<file path="config.mk">
export PLATFORM = sky130hd
export DESIGN_NAME = apb_slave_regfile
export DESIGN_NICKNAME = d
export VERILOG_FILES = /design/src/rtl/apb_pkg.sv /design/src/rtl/apb_regbank.sv /design/src/rtl/apb_slave_regfile.sv
export SDC_FILE = /design/constraint.sdc
export NUM_CORES = 1
export LEC_CHECK = 0
export ABC_CLOCK_PERIOD_IN_PS = 3620
export CORE_UTILIZATION = 61
export CTS_BUF_LIST = sky130_fd_sc_hd__clkbuf_16
export CTS_CLUSTER_SIZE = 25
export DETAILED_ROUTE_END_ITERATION = 10
export GPL_ROUTABILITY_DRIVEN = 1
export PLACE_DENSITY = 0.8
export SYNTH_ARGS = -nofsm -noshare
export SYNTH_HDL_FRONTEND = slang
export SYNTH_SLANG_ARGS = --single-unit
</file>
<file path="constraint.sdc">
create_clock -name clk -period 3.62 [get_ports clk]
set_clock_uncertainty 0.1 [all_clocks]
set_input_delay 0.543 -clock clk [delete_from_list [all_inputs] [get_ports clk]]
set_output_delay 0.543 -clock clk [all_outputs]
set_load 0.005 [all_outputs]
</file>
<file path="src/rtl/apb_pkg.sv">
// Shared types and bus widths for the APB register-file slave.
package apb_pkg;

    localparam int APB_DATA_W = 32;
    localparam int APB_ADDR_W = 32;

    typedef enum logic [1:0] {
        IDLE  = 2'd0,
        WAIT  = 2'd1,
        READY = 2'd2
    } apb_slv_state_t;

endpackage : apb_pkg

</file>
<file path="src/rtl/apb_regbank.sv">
// DEPTH x 32-bit register storage: one synchronous write port, one
// combinational read port, whole bank cleared by synchronous reset.
module apb_regbank
    import apb_pkg::*;
#(
    parameter int DEPTH = 16
) (
    input  logic                       clk,
    input  logic                       reset,
    input  logic                       we_i,
    input  logic [$clog2(DEPTH)-1:0]   waddr_i,
    input  logic [APB_DATA_W-1:0]      wdata_i,
    input  logic [$clog2(DEPTH)-1:0]   raddr_i,
    output logic [APB_DATA_W-1:0]      rdata_o
);

    logic [APB_DATA_W-1:0] mem_q [DEPTH];
    logic [APB_DATA_W-1:0] mem_d [DEPTH];

    // Next-state of the bank: only the addressed word changes on a write.
    always_comb begin
        mem_d = mem_q;
        if (we_i) begin
            mem_d[waddr_i] = wdata_i;
        end
    end

    // Storage update; reset wipes every word so stale data never leaks out.
    always_ff @(posedge clk) begin
        if (reset) begin
            for (int i = 0; i < DEPTH; i++) begin
                mem_q[i] <= '0;
            end
        end else begin
            mem_q <= mem_d;
        end
    end

    assign rdata_o = mem_q[raddr_i];

endmodule : apb_regbank

</file>
<file path="src/rtl/apb_slave_regfile.sv">
// APB slave fronting a small register bank. Each transfer is held for a
// programmable number of wait states sampled in the setup cycle; misaligned
// or out-of-range accesses complete with pslverr_o and have no side effect.
module apb_slave_regfile
    import apb_pkg::*;
#(
    parameter int DEPTH  = 16,
    parameter int WAIT_W = 4
) (
    input  logic                   clk,
    input  logic                   reset,
    input  logic [WAIT_W-1:0]      wait_cycles_i,
    input  logic                   psel_i,
    input  logic                   penable_i,
    input  logic [APB_ADDR_W-1:0]  paddr_i,
    input  logic                   pwrite_i,
    input  logic [APB_DATA_W-1:0]  pwdata_i,
    output logic                   pready_o,
    output logic [APB_DATA_W-1:0]  prdata_o,
    output logic                   pslverr_o
);

    localparam int IDX_W = $clog2(DEPTH);

    apb_slv_state_t        state_q, state_d;
    logic [WAIT_W-1:0]     cnt_q, cnt_d;
    logic                  pready_q, pready_d;
    logic [APB_DATA_W-1:0] prdata_q, prdata_d;
    logic                  pslverr_q, pslverr_d;

    // Transfer attributes captured in the setup cycle.
    logic [IDX_W-1:0]      idx_q, idx_d;
    logic                  err_q, err_d;
    logic                  write_q, write_d;
    logic [APB_DATA_W-1:0] wdata_q, wdata_d;

    logic                  setup;
    logic [IDX_W-1:0]      idx_in;
    logic                  err_in;
    logic [IDX_W-1:0]      rd_idx;
    logic [APB_DATA_W-1:0] rd_data;
    logic                  go_ready;
    logic                  eff_err;
    logic                  eff_write;
    logic                  bank_we;

    assign setup  = psel_i && !penable_i;
    assign idx_in = paddr_i[IDX_W+1:2];
    assign err_in = (paddr_i[1:0] != 2'b00) ||
                    (paddr_i >= APB_ADDR_W'(DEPTH * 4));

    // A zero-wait transfer enters READY straight from IDLE, so the read port
    // must look at the live bus address then, and at the captured one otherwise.
    assign rd_idx = (state_q == IDLE) ? idx_in : idx_q;

    // The write lands on the edge that ends READY; faulted transfers never write.
    assign bank_we = (state_q == READY) && write_q && !err_q;

    apb_regbank #(
        .DEPTH (DEPTH)
    ) u_regbank (
        .clk     (clk),
        .reset   (reset),
        .we_i    (bank_we),
        .waddr_i (idx_q),
        .wdata_i (wdata_q),
        .raddr_i (rd_idx),
        .rdata_o (rd_data)
    );

    // FSM next state, wait counter, setup capture and next-cycle responses.
    always_comb begin
        state_d   = state_q;
        cnt_d     = cnt_q;
        idx_d     = idx_q;
        err_d     = err_q;
        write_d   = write_q;
        wdata_d   = wdata_q;
        pready_d  = 1'b0;
        prdata_d  = '0;
        pslverr_d = 1'b0;
        go_ready  = 1'b0;
        eff_err   = err_q;
        eff_write = write_q;

        unique case (state_q)
            IDLE: begin
                eff_err   = err_in;
                eff_write = pwrite_i;
                if (setup) begin
                    idx_d   = idx_in;
                    err_d   = err_in;
                    write_d = pwrite_i;
                    wdata_d = pwdata_i;
                    cnt_d   = wait_cycles_i;
                    if (wait_cycles_i == '0) begin
                        state_d  = READY;
                        go_ready = 1'b1;
                    end else begin
                        state_d = WAIT;
                    end
                end
            end
            WAIT: begin
                if (!psel_i) begin
                    // Master abandoned the transfer: drop it without writing.
                    state_d = IDLE;
                end else if (cnt_q == WAIT_W'(1)) begin
                    state_d  = READY;
                    go_ready = 1'b1;
                    cnt_d    = '0;
                end else begin
                    cnt_d = cnt_q - WAIT_W'(1);
                end
            end
            READY: begin
                state_d = IDLE;
            end
            default: begin
                state_d = IDLE;
            end
        endcase

        if (go_ready) begin
            pready_d  = 1'b1;
            pslverr_d = eff_err;
            prdata_d  = (eff_err || eff_write) ? '0 : rd_data;
        end
    end

    // Control and response registers; reset returns the slave to an idle bus.
    always_ff @(posedge clk) begin
        if (reset) begin
            state_q   <= IDLE;
            cnt_q     <= '0;
            pready_q  <= 1'b0;
            prdata_q  <= '0;
            pslverr_q <= 1'b0;
        end else begin
            state_q   <= state_d;
            cnt_q     <= cnt_d;
            pready_q  <= pready_d;
            prdata_q  <= prdata_d;
            pslverr_q <= pslverr_d;
        end
    end

    // Captured transfer attributes; only meaningful once a setup is accepted.
    always_ff @(posedge clk) begin
        idx_q   <= idx_d;
        err_q   <= err_d;
        write_q <= write_d;
        wdata_q <= wdata_d;
    end

    assign pready_o  = pready_q;
    assign prdata_o  = prdata_q;
    assign pslverr_o = pslverr_q;

endmodule : apb_slave_regfile

</file>
==> results.toml <==
[critical_path]
r2r_slack_ns = 0.50
crit_fanout = 32
start_kind = "flop"
crit_type = "reg -> reg"
cp-end-kind = "flop"
worst_ep_arrival_time_ns = 3.48
crit_required_ns = 3.98

[yosys]
ys_seq_area_frac = 0.486
synth_cell_type_count = 45
netlist_area_mm2 = 0.0251
ys_warn_count = 0
synthFlopType = "dfxtp_1"
synth_common_cells = "nand2_1, dfxtp_1, a21oi_1, clkbuf_1, a211oi_1"
yosysMostFrequentCell = "nand2_1"
yosys.area.top_type = "dfxtp_1"
ys_top_cells_by_area = "dfxtp_1, nand2_1, a21oi_1, a211oi_1, and3_1"
synth_top_cell_area_share = 0.441
synth_area_per_cell_um2 = 7.85
synth_fp_nets = 3267
async_flop_share = 0
synth_edf_count = 38
synth_cells = 3192
ys_seq_elements = 590

[cts]
cts-root-buf = "clkbuf_16"
h-tree-depth = 2
clock_path_buffers = 3
cts_hold_buf = 0
post_cts_buffers = 0
cts_tree = "yes"
clkSinkCount = 590
cts_inserted_buffers = 59
cts_resized = 0
clk-insertion-delay-late_ns = 0.63
clk_transition_reported_paths_ns = 0.06

[floorplanning]
row_count = 73
core-area_mm2 = 0.0401
dieHeight_um = 205
dieArea_mm2 = 0.0419
ios = 107
fp.dieW_um = 205
start_util = 0.625

[timing]
slew_headroom = 0.122
min_period_ns = 3.12
hold_viol = 0
fmax_mhz = 321
whs_ns = 0.275
rsz0062_at_grt = "false"
fin_setup_tns_ns = 0
layout_worst_path_cycle_share = 0.861
setup_slack_ns = 0.505
drv_slew = 0
setup_violations = 0
worst_slew_pin_slew_ns = 1.32

[final_layout]
multi_input_area_mm2 = 0.0115
diodes = 0
fillerInstances = 3101
drive_gt1_frac = 0.0543
final_util = 0.701
nNetsFinal = 3158
area_delta_synth_final_pct = 12.2
fin_area_mm2 = 0.0281
ff_latch_area_mm2 = 0.0122

[run_status]
status = "completed"

[drt]
via_per_inst = 6.57
drc = 0
wl_mm = 85.6
num_vias = 24046
dr.first_iter.drc_count = 3511
drtPass1Iterations = 6
antenna_left = 0
wl_per_cell_um = 23.4

[power]
switching_share = 0.244
ir_drop_mv = 0.375
combPwrFrac = 0.068
power.switching_uw = 3310
clkPwrFrac = 0.439
p_leak_uw = 0.00985
seqPwrFrac = 0.492
p_int_uw = 10300
p_per_area_mw_per_mm2 = 483

[global_route]
grt_pass1_wl_mm = 130
grt_max_degree = 247
antenna_found_initial = 1
grt.total_usage = 0.405
overflow = 0
grt_pass1_vias = 22725

[placement]
place_ws_ns = 0.386
hpwl_mm = 44.3
gp_congestion = 0.844
placed_area_mm2 = 0.0263
io_buffers = 106

[worst_hold_path]
hp-class = "in -> reg"

[flow_run]
drv_cap = 0
cell usage in the layout, fill, tap and decap left out, types with 6 or more instances in the layout:
master / Yosys / final
a211oi_1: 259 / 259
inv_1: 3 / 14
nor4_1: 8 / 8
or4_1: 64 / 64
clkbuf_16: 0 / 62
edfxtp_1: 38 / 38
nand2_1: 1038 / 1038
nor2_4: 0 / 9
dfxtp_1: 552 / 552
clkdlybuf4s50_1: 0 / 105
and3_1: 258 / 258
clkinv_2: 0 / 6
buf_12: 0 / 27
nor2_1: 19 / 10
o22ai_1: 33 / 33
a21oi_1: 516 / 516
buf_4: 16 / 40
clkinv_1: 0 / 26
power by group through the flow:
stage | logic (uW) | clock network (uW) | registers, uW
finish | 930 | 5960 | 6680
global route | 975 | 6240 | 6680
CTS | 896 | 5940 | 6680
detailed placement | 894 | 0 | 6820
global placement | 884 | 0 | 6820
floorplan | 648 | 0 | 6740
worst paths after layout:
kind,cells after the start,start,to
worst min register to register,2,u_regbank.mem_q[173],u_regbank.mem_q[173]
worst min-delay path,2,reset,cnt_q[3]
worst max register to register,5,state_q[1],u_regbank.mem_q[10]
worst max-delay path,5,state_q[1],u_regbank.mem_q[10]
area by class of cell:
| cell class | instances | share of cell area |
|---|---|---|
| Clock buffer | 62 | 0.0552 |
| Clock inverter | 49 | 0.0109 |
| Inverter | 3 | 0.000400 |
| Multi-Input combinational cell | 2256 | 0.409 |
| Sequential cell | 590 | 0.434 |
| Tap cell | 525 | 0.0234 |
| Timing Repair Buffer | 173 | 0.0678 |
critical path, stage by stage (launching register included):
cell and delay (ns):
dfxtp_1 0.75, and4bb_2 0.35, and3_1 0.26, nand3_2 1.00, nand2_1 0.35, a21oi_1 0.12
state kept, by name, summed over array words and instances (netlist names):
register,cells
wdata_q,32
pready_o,1
write_q,1
state_q,2
u_regbank.mem_q,512
idx_q,4
cnt_q,4
pslverr_o,1
err_q,1
prdata_o,32
logic make-up after synthesis:
logic type / count (synthesis) / share of synthesized area
flops: 590 / 0.486
fa+ha+maj: 2 / 0.000998
simple gates: 1430 / 0.257
buf+inv: 346 / 0.0595
compound gates: 821 / 0.195
mux: 3 / 0.00125
per-layer routing:
layer / track usage / wire length, um / vias up
met5: 0 / 0 / -
met1: 0.515 / 31400 / 11161
met3: 0.106 / 11300 / 378
met4: 0.226 / 4740 / 0
met2: 0.623 / 38200 / 1752
li1: - / - / 10755
stage by stage:
step | power, uW | cells
floorplan | 7390 | 3192
global placement | 7700 | 3547
detailed placement | 7710 | 3547
CTS | 13500 | 3658
global route | 13900 | 3658
finish | 13600 | 3658
Note: power is estimated with default switching activity, not from simulation.
